==> config.mk <==
export PLATFORM = sky130hd
export DESIGN_NAME = sat_scale_ctrl
export DESIGN_NICKNAME = d
export VERILOG_FILES = /design/src/rtl/sat_scale_ctrl.sv
export SDC_FILE = /design/constraint.sdc
export NUM_CORES = 1
export LEC_CHECK = 0
export BUFFER_PORTS_ARGS = -buffer_cell sky130_fd_sc_hd__buf_2
export CAP_MARGIN = 10
export CELL_PAD_IN_SITES_DETAIL_PLACEMENT = 1
export CELL_PAD_IN_SITES_GLOBAL_PLACEMENT = 2
export CORE_MARGIN = 2
export CORE_UTILIZATION = 32
export CTS_CLUSTER_SIZE = 12
export DETAILED_ROUTE_END_ITERATION = 16
export PLACE_DENSITY = 0.79
export SYNTH_ARGS = -nofsm -noshare
export SYNTH_HDL_FRONTEND = slang
export SYNTH_SLANG_ARGS = --single-unit
export TNS_END_PERCENT = 100
==> constraint.sdc <==
create_clock -name clk -period 9.45 [get_ports clk]
set_clock_uncertainty 0.05 [all_clocks]
set_input_delay 1.89 -clock clk [delete_from_list [all_inputs] [get_ports clk]]
set_output_delay 1.89 -clock clk [all_outputs]
set_load 0.02 [all_outputs]
==> src/rtl/sat_scale_ctrl.sv <==
// Per-frame saturation monitor and block-scaling scheduler for the FFT saturation stage.
// Optional macro SAT_SCALE_HYST_EN enables the down-step after DOWN_FRAMES clean frames.
module sat_scale_ctrl #(
  parameter int NUM_PARALLEL_PATHS = 16,
  parameter int FRAME_BEATS        = 32,
  parameter int CNT_W              = 10,
  parameter int MAX_SHIFT          = 3,
  parameter int UP_THRESH          = 4,
  parameter int DOWN_FRAMES        = 4,
  localparam int SHIFT_W           = $clog2(MAX_SHIFT + 1)
) (
  input  logic                          clk,
  input  logic                          rst,
  input  logic                          i_valid,
  input  logic                          i_sop,
  input  logic [NUM_PARALLEL_PATHS-1:0] i_sat_real,
  input  logic [NUM_PARALLEL_PATHS-1:0] i_sat_imag,
  input  logic                          i_cfg_load,
  input  logic [SHIFT_W-1:0]            i_cfg_shift,
  output logic [SHIFT_W-1:0]            o_shift,
  output logic                          o_shift_upd,
  output logic                          o_frame_done,
  output logic [CNT_W-1:0]              o_frame_sat_cnt,
  output logic                          o_frame_err
);

  localparam int FLAG_W = 2 * NUM_PARALLEL_PATHS;
  localparam int PC_W   = $clog2(FLAG_W + 1);
  localparam int BC_W   = $clog2(FRAME_BEATS);

  typedef enum logic [0:0] {
    IDLE  = 1'b0,
    ACCUM = 1'b1
  } state_t;

  function automatic logic [PC_W-1:0] popcount(input logic [FLAG_W-1:0] v);
    logic [PC_W-1:0] c;
    c = '0;
    for (int i = 0; i < FLAG_W; i++) begin
      c = c + PC_W'(v[i]);
    end
    return c;
  endfunction

  function automatic logic [CNT_W-1:0] sat_add(input logic [CNT_W-1:0] a,
                                                input logic [PC_W-1:0]  b);
    logic [CNT_W:0] s;
    s = {1'b0, a} + (CNT_W + 1)'(b);
    return s[CNT_W] ? {CNT_W{1'b1}} : s[CNT_W-1:0];
  endfunction

  state_t              state_r;
  logic [CNT_W-1:0]    acc_r;
  logic [BC_W-1:0]     beat_cnt_r;

  logic [PC_W-1:0]     pc_s;
  logic [CNT_W-1:0]    sum_s;
  logic                last_s;
  logic [SHIFT_W-1:0]  next_shift_s;
  logic                upd_s;
  logic [SHIFT_W-1:0]  cfg_shift_s;

`ifdef SAT_SCALE_HYST_EN
  localparam int Q_W = $clog2(DOWN_FRAMES + 1);
  logic [Q_W-1:0]      quiet_r;
  logic [Q_W-1:0]      next_quiet_s;
  logic [Q_W-1:0]      quiet_inc_s;
`endif

  // Beat popcount, saturating running total and the end-of-frame shift decision.
  always_comb begin
    pc_s         = popcount({i_sat_imag, i_sat_real});
    sum_s        = sat_add(acc_r, pc_s);
    last_s       = (beat_cnt_r == BC_W'(FRAME_BEATS - 1));
    next_shift_s = o_shift;
    upd_s        = 1'b0;
    if (i_cfg_shift > SHIFT_W'(MAX_SHIFT)) begin
      cfg_shift_s = SHIFT_W'(MAX_SHIFT);
    end else begin
      cfg_shift_s = i_cfg_shift;
    end
`ifdef SAT_SCALE_HYST_EN
    next_quiet_s = quiet_r;
    if (quiet_r == Q_W'(DOWN_FRAMES)) begin
      quiet_inc_s = quiet_r;
    end else begin
      quiet_inc_s = quiet_r + Q_W'(1);
    end
`endif
    if (sum_s > CNT_W'(UP_THRESH)) begin
      if (o_shift < SHIFT_W'(MAX_SHIFT)) begin
        next_shift_s = o_shift + SHIFT_W'(1);
        upd_s        = 1'b1;
      end else begin
        next_shift_s = o_shift;
      end
`ifdef SAT_SCALE_HYST_EN
      next_quiet_s = '0;
`endif
    end else if (sum_s == '0) begin
`ifdef SAT_SCALE_HYST_EN
      if ((quiet_inc_s == Q_W'(DOWN_FRAMES)) && (o_shift != '0)) begin
        next_shift_s = o_shift - SHIFT_W'(1);
        upd_s        = 1'b1;
        next_quiet_s = '0;
      end else begin
        next_quiet_s = quiet_inc_s;
      end
`else
      next_shift_s = o_shift;
`endif
    end else begin
`ifdef SAT_SCALE_HYST_EN
      next_quiet_s = '0;
`else
      next_shift_s = o_shift;
`endif
    end
  end

  // Frame FSM, accumulator and all registered outputs.
  always_ff @(posedge clk) begin
    o_shift_upd  <= 1'b0;
    o_frame_done <= 1'b0;
    o_frame_err  <= 1'b0;
    if (rst) begin
      state_r         <= IDLE;
      acc_r           <= '0;
      beat_cnt_r      <= '0;
      o_shift         <= '0;
      o_frame_sat_cnt <= '0;
`ifdef SAT_SCALE_HYST_EN
      quiet_r         <= '0;
`endif
    end else if (i_cfg_load) begin
      state_r    <= IDLE;
      acc_r      <= '0;
      beat_cnt_r <= '0;
      o_shift    <= cfg_shift_s;
`ifdef SAT_SCALE_HYST_EN
      quiet_r    <= '0;
`endif
    end else if (i_valid) begin
      case (state_r)
        IDLE: begin
          if (i_sop) begin
            acc_r      <= CNT_W'(pc_s);
            beat_cnt_r <= BC_W'(1);
            state_r    <= ACCUM;
          end else begin
            state_r    <= IDLE;
          end
        end
        ACCUM: begin
          if (i_sop) begin
            // A stray start aborts the frame and restarts counting from this beat.
            o_frame_err <= 1'b1;
            acc_r       <= CNT_W'(pc_s);
            beat_cnt_r  <= BC_W'(1);
          end else if (last_s) begin
            o_frame_done    <= 1'b1;
            o_frame_sat_cnt <= sum_s;
            o_shift         <= next_shift_s;
            o_shift_upd     <= upd_s;
            acc_r           <= '0;
            beat_cnt_r      <= '0;
            state_r         <= IDLE;
`ifdef SAT_SCALE_HYST_EN
            quiet_r         <= next_quiet_s;
`endif
          end else begin
            acc_r      <= sum_s;
            beat_cnt_r <= beat_cnt_r + BC_W'(1);
          end
        end
        default: begin
          state_r    <= IDLE;
          acc_r      <= '0;
          beat_cnt_r <= '0;
        end
      endcase
    end else begin
      state_r <= state_r;
    end
  end

endmodule
**After elaboration in Yosys (flattened, before gate mapping)**

Cells that the tools add are included.

- Add/subtract/negate cells: 34
- Magnitude comparators: 3
- Equal/unequal tests: 3
- Muxes and demuxes: 23
- Bitwise operators: 6
- Reductions and logical operators: 12

Operator list:

| kind | number |
|---|---|
| $add A6 B1 Y6 | 26 |
| $mux W10 | 4 |
| $pmux W10 S2 | 1 |
| $mux W2 | 8 |
| $mux W5 | 3 |
| $add A10 B6 Y11 | 1 |
| $gt A10 B3 Y1 const B | 1 |
| $pmux W5 S2 | 1 |
| $reduce_bool A2 Y1 | 5 |
| $reduce_or A7 Y1 | 1 |
| $add A5 B1 Y6 | 1 |
| $not A1 Y1 | 6 |
| $reduce_and A6 Y1 | 1 |
| $add A4 B1 Y5 | 1 |
| $add A5 B1 Y5 const B | 1 |
| $eq A5 B5 Y1 const B | 1 |
| $mux W1 | 5 |
| $reduce_and A5 Y1 | 1 |
| $reduce_or A5 Y1 | 1 |
| $add A3 B1 Y4 | 1 |
| $reduce_or A4 Y1 | 1 |
| $add A2 B1 Y3 | 1 |
| $add A1 B1 Y2 | 1 |
| $add A2 B1 Y2 const B | 1 |
| other kinds (7) | 7 |

- Register bits: 31
- Output and inout port bits: 15
- Logic and storage cells: 89

**Logic depth before layout (Yosys ltp)**

Gate-level depths: netlist (run 1).

- Word-level depth: 40
- Mapped depth: 23
- Mapped depth without buffers: 23

**Worst setup path after synthesis (run 1)**

Ideal clock, no wire load.

- Kind: input-to-reg
- Start point: input port i_sat_real[0]
- End point: register o_shift[1]
- Data arrival time: 8,468 ps
- Data required time: 9,321 ps
- Slack: 853 ps
- Cell stages on the path: 23
- Buffers on the path: 0
- Path through: inv_1 > fa_1 > fa_1 > inv_1 > fa_1 > fa_1 > fa_1 > inv_1 > fa_1 > inv_1 > ha_1 > a21o_1 > a21oi_1 > nor2b_1 > o21a_1 > ha_1 > and3_1 > a221oi_4 > o22ai_2 > or4_1 > or4b_4 > mux2_1 > o211ai_1

- Longest elaborated chain between the ends: 36

Ends and longest elaborated chain:

| what | RTL line | source |
|---|---|---|
| from (decl) | 16 | `input logic [NUM_PARALLEL_PATHS-1:0] i_sat_real,` |
| $add A1 B1 Y2 | 40 | `c = c + PC_W'(v[i]);` |
| $add A2 B1 Y3 | 40 |  |
| $add A3 B1 Y4 | 40 |  |
| $add A4 B1 Y5 | 40 |  |
| $add A5 B1 Y6 | 40 |  |
| $add A6 B1 Y6 (26 in a row) | 40 |  |
| $add A10 B6 Y11 | 48 | `s = {1'b0, a} + (CNT_W + 1)'(b);` |
| $mux W10 | 49 | `return s[CNT_W] ? {CNT_W{1'b1}} : s[CNT_W-1:0];` |
| $gt A10 B3 Y1 | 90 | `if (sum_s > CNT_W'(UP_THRESH)) begin` |
| $reduce_bool A2 Y1 (no source line) | - |  |
| $reduce_and A6 Y1 (no source line) | - |  |
| to (signal assigned) | 139 | `o_shift <= cfg_shift_s;` |
| to (signal assigned) | 163 | `o_shift <= next_shift_s;` |
| to (decl) | 20 | `output logic [SHIFT_W-1:0] o_shift,` |

Every way passes these cells.
A chain may end at the register's enable or synchronous reset.

**Worst setup path in the final report (run 1)**

Ends and elaborated chain as after synthesis.

==> results of run 1 <==
routing by layer:
layer,vias up,part of all wire
met3,4,0.031
li1,1108,-
met5,-,0
met1,1107,0.46
met2,38,0.50
met4,0,0.0088
cell usage after synthesis, drive strengths merged:
library cell and count:
o21a 2, nor2b 2, mux2 1, nor3 8, a21o 6, nand3 6
o22a 1, a211oi 2, o21bai 1, dfxtp 31, nand2 17, clkbuf 10
and3 5, inv 54, xnor2 5, o31a 1, o211a 1, nor2 30
nand2b 2, a311oi 5, nor3b 2, o211ai 3, buf 1, a221oi 3
nand4 1, o311ai 1, or4 1, ha 16, fa 25, xor2 1
o21ai 23, or4b 1, o22ai 1, o2111ai 1, a21oi 22, a41oi 1
nand3b 1, a22oi 5, a21boi 1, or2 3
cell type report:
type | count | area share
clock buffers | 6 | 0.0243
repair buffers | 54 | 0.0913
inverters | 54 | 0.0679
clock inverters | 2 | 0.00419
flip-flops and latches | 31 | 0.208
multi-input cells | 207 | 0.562
well taps | 102 | 0.0427
path summary, 6_finish.rpt:
kind,start,to,slack [ps],cells past startpoint
setup reg to reg,acc_r[0],o_shift[1],5960,9
hold / removal,o_frame_sat_cnt[5],o_frame_sat_cnt[5],430,2
setup / recovery,i_sat_real[0],o_shift[1],650,24
hold reg to reg,o_frame_sat_cnt[5],o_frame_sat_cnt[5],430,2
stage by stage:
stage           util  power [mW]  hold WS [ps]  setup slack, ps  instances
6_report       0.386        1.27           427              645        456
5_1_grt        0.386        1.41           458              237        456
4_1_cts        0.386        1.28           431              576        456
3_5_place_dp   0.375        1.17           421              302        448
3_3_place_gp   0.375        1.14           411              413        448
2_1_floorplan      -       0.984           393              853        303
power groups by stage:
stage	registers (mW)	clock network (mW)	logic (mW)
2_1_floorplan	0.143	0	0.841
3_3_place_gp	0.142	0	1.00
3_5_place_dp	0.143	0	1.03
4_1_cts	0.140	0.110	1.03
5_1_grt	0.140	0.117	1.15
6_report	0.140	0.107	1.02
worst max-delay path, stage by stage:
cell and delay, ps:
buf_2 70, inv_1 40, fa_1 500, fa_1 400, inv_1 90, fa_1 440, fa_1 510, fa_1 540
inv_1 60, fa_1 590, inv_1 60, ha_1 290, a21o_1 180, a21oi_1 210, nor2b_1 70, o21a_1 190
ha_1 390, and3_1 250, a221oi_4 450, o22ai_2 200, or4_1 550, or4b_4 550, mux2_1 330, o211ai_1 90
state kept, by name, summed over array words and instances, names as in the netlist:
register,count
o_shift_upd,1
o_shift,2
o_frame_sat_cnt,10
beat_cnt_r,5
o_frame_err,1
acc_r,10
o_frame_done,1
state_r,1
cells by family after synthesis:
logic type | share of synthesized area
simple gates | 0.147
xor+xnor | 0.0206
buf+inv | 0.0986
flops | 0.243
mux | 0.00442
fa+ha+maj | 0.275
compound gates | 0.211
==> results.tsv, run 1 <==
metric	value	unit
Hold Buf Count CTS	0	
GPL Wtd Cong	0.830	
n_diodes	0	
DRT Pass-1 Iters	4	
FF+latch area	621	um2
Die ar.	8700	um2
Gate power share	0.806	
syn_nets	383	
via count	2257	
Slew @ Worst Pin	933	ps
chip height	93.3	um
final setup fails	0	
Syn Inst Count	303	
CTS tree	built	
fill count	987	
Global Route Usage Sum	0.151	
P per Cell Area	424	nW/um2
Slew Limit Fails	0	
clock share of power	0.084	
most used routing layer	met2	
DR WL/cell	13.5	um
Synth Cell Area	2550	um2
Initial Utilization	0.330	
CTS sink cnt	31	
Pleak	1.43	nW
DP Area	2900	um2
Seq pwr share	0.110	
layout cell share with drive strength beyond 1	0.206	
drt drc	0	
Hold Path Class	flop to flop	
later-pin clock latency in the skew report	280	ps
multi-input logic area	1680	um2
first-pass GRT wire length	10600	um
CTS root buf	clkbuf_8	
Routed Antenna Nets	0	
Peak VDD IR	192	uV
Setup crit end kind	flop	
synthesis-to-finish area growth	17.1	%
clock slew at reported path FFs	70	ps
Synth warnings	0	
WP data required	9610	ps
Max clock buf depth	2	
Max Freq	0.114	GHz
chip width	93.3	um
core footprint	7730	um2
Tcrit/Tclk final	0.932	
Synth area leaders	dfxtp_1 24%, fa_1 20%, inv_1 7.9%	
Arr. time, crit path	8960	ps
Setup Crit Path Kind	primary input to flop	
CP Max Fanout	8	
most frequent cells in the layout	54 x inv_1, 53 x buf_2, 31 x dfxtp_1	
#FFs+latches synth	31	
met2 Track Usage GR	0.257	
grt met3 use	0.0218	
vias in the first global route	2239	
slew margin rel.	0.373	
grt ovf	0	
register area share after synthesis	0.243	
met1 GRT Util	0.201	
total CTS buffers	5	
drt total wl	6170	um
initial antenna violation count	0	
Critical Path Start Type	primary input	
largest net degree at the start of global routing	17	
area leader, netlist	dfxtp_1	
nets	433	
H-tree depth	2	
status	finished, final reports clean	
Ports	54	
setup total negative slack	0	ps
RSZ-0062 raised after global routing	no	
Int Power	0.615	mW
num rows	32	
I/O Buffers	53	
post-cts resize count	0	
post-synth cell types	45	
commonest non-fill, non-tap cell in the layout	inv_1	
design area	2990	um2
Avg Cell Area, Syn	8.42	um2
Setup Fix Bufs, Post-CTS	0	
Final Hold Viols	0	
vias per cell	4.95	
Detail Placement HPWL	5110	um
sw power	0.653	mW
min cycle time layout	8800	ps
Max Cap Violations	0	
DRT iter0 DRCs	83	
Net Sw Frac	0.515	
Synth top area share	0.243	
Power figures use the tool's default switching activity.
==> inputs of run 2 (changes only) <==
==> constraint.sdc (replaced) <==
create_clock -name clk -period 10 [get_ports clk]
set_clock_uncertainty 0.05 [all_clocks]
set_input_delay 3 -clock clk [delete_from_list [all_inputs] [get_ports clk]]
set_output_delay 3 -clock clk [all_outputs]
set_load 0.02 [all_outputs]
==> results.tsv, run 2 (synthesis results as in run 1) <==
metric	value	unit	change
final setup fails	0		unchanged
later-pin clock latency in the skew report	290	ps	about the same
num rows	32		unchanged
GPL Wtd Cong	0.813		-2.0%
drt drc	0		unchanged
total CTS buffers	5		unchanged
layout cell share with drive strength beyond 1	0.218		+0.0117
Hold Path Class	flop to flop		
Initial Utilization	0.330		unchanged
DRT iter0 DRCs	87		+4.8%
Detail Placement HPWL	5080	um	-0.58%
min cycle time layout	9650	ps	
WP data required	10150	ps	+540 ps
setup total negative slack	0	ps	unchanged
drt total wl	6160	um	-0.21%
largest net degree at the start of global routing	17		unchanged
chip height	93.3	um	unchanged
status	finished, final reports clean		
nets	437		+0.92%
n_diodes	0		unchanged
vias in the first global route	2301		+2.8%
post-cts resize count	0		unchanged
initial antenna violation count	0		unchanged
Critical Path Start Type	primary input		
top flop regs	acc_r (10), o_frame_sat_cnt (10), beat_cnt_r (5)		
vias per cell	4.95		about the same
slew margin rel.	0.404		+0.0305
Hold Crit Depth	2		unchanged
most frequent cells in the layout	54 x inv_1, 53 x buf_2, 31 x dfxtp_1		
core footprint	7730	um2	unchanged
Slew @ Worst Pin	888	ps	-45.4 ps
Die ar.	8700	um2	unchanged
design area	3050	um2	+2.1%
Routed Antenna Nets	0		unchanged
fill count	955		-3.2%
Max Freq	0.104	GHz	
CP Max Fanout	6		-2
H-tree depth	2		unchanged
Final Hold Viols	0		unchanged
RSZ-0062 raised after global routing	no		
Setup Crit Path Kind	primary input to flop		
Setup Fix Bufs, Post-CTS	0		unchanged
CTS tree	built		
synthesis-to-finish area growth	19.6	%	
Max clock buf depth	2		unchanged
commonest non-fill, non-tap cell in the layout	inv_1		
CTS root buf	clkbuf_8		
via count	2279		+0.97%
CTS sink cnt	31		unchanged
Arr. time, crit path	9810	ps	+850 ps
Hold Buf Count CTS	0		unchanged
DRT Pass-1 Iters	4		unchanged
Reg2Reg Depth	9		unchanged
Tcrit/Tclk final	0.965		
Slew Limit Fails	0		unchanged
Setup crit end kind	flop		
I/O Buffers	53		unchanged
grt ovf	0		unchanged
DP Area	2930	um2	+1.0%
Max Cap Violations	0		unchanged
Global Route Usage Sum	0.150		-0.00117
Ports	54		unchanged
chip width	93.3	um	unchanged
clock slew at reported path FFs	60	ps	about the same
first-pass GRT wire length	10400	um	-1.4%
DR WL/cell	13.4	um	-1.1%
==> run 2: routing by layer <==
layer  global-route usage  vias to the layer above  wire, um
met5                    0                        -         0
met4               0.0539                        0       146
met3               0.0266                       12       204
met2                0.250                       42      2970
met1                0.195                     1108      2830
li1                     -                     1117         -
==> run 2: worst max-delay path: stages <==
cell and delay (ps):
buf_2 70, inv_1 40, fa_1 560, fa_1 450, fa_1 570, fa_1 450
fa_1 540, fa_1 410, inv_1 60, ha_1 170, inv_1 60, fa_1 400
inv_1 70, a21o_1 110, a21oi_1 70, xnor2_1 190, ha_1 320, a21o_1 240
a221oi_4 390, o22ai_2 140, or4_1 530, or4b_4 550, a21o_1 190, a311oi_2 220
==> run 2: worst paths after layout <==
kind,slack (ps),end,start
worst max-delay path,350,o_shift[0],i_sat_real[0]
worst min-delay path,420,o_frame_sat_cnt[8],o_frame_sat_cnt[8]
worst min register to register,420,o_frame_sat_cnt[8],o_frame_sat_cnt[8]
worst max register to register,6680,o_shift[0],acc_r[0]
==> run 2: through the flow <==
| stage | setup WS, ps | hold slack [ps] | instances | util |
|---|---|---|---|---|
| global route | 30.2 | 455 | 460 | 0.395 |
| finish | 346 | 425 | 460 | 0.395 |
| floorplan | 293 | 393 | 303 | - |
| detailed placement | 12.0 | 421 | 452 | 0.379 |
| global placement | 65.0 | 412 | 452 | 0.379 |
| CTS | 297 | 431 | 460 | 0.395 |
==> run 2: final cells by class <==
cell class              count  area [um2]  area share
clock inverters             2        35.0      0.0115
repair buffers             58         303      0.0993
multi-input cells         207        1680       0.550
well taps                 102         128      0.0419
inverters                  54         203      0.0665
clock buffers               6        82.6      0.0271
flip-flops and latches     31         621       0.204
Power of run 2 is not shown: default switching activity piles up to over one toggle a cycle in this logic, so the estimate is an artifact.
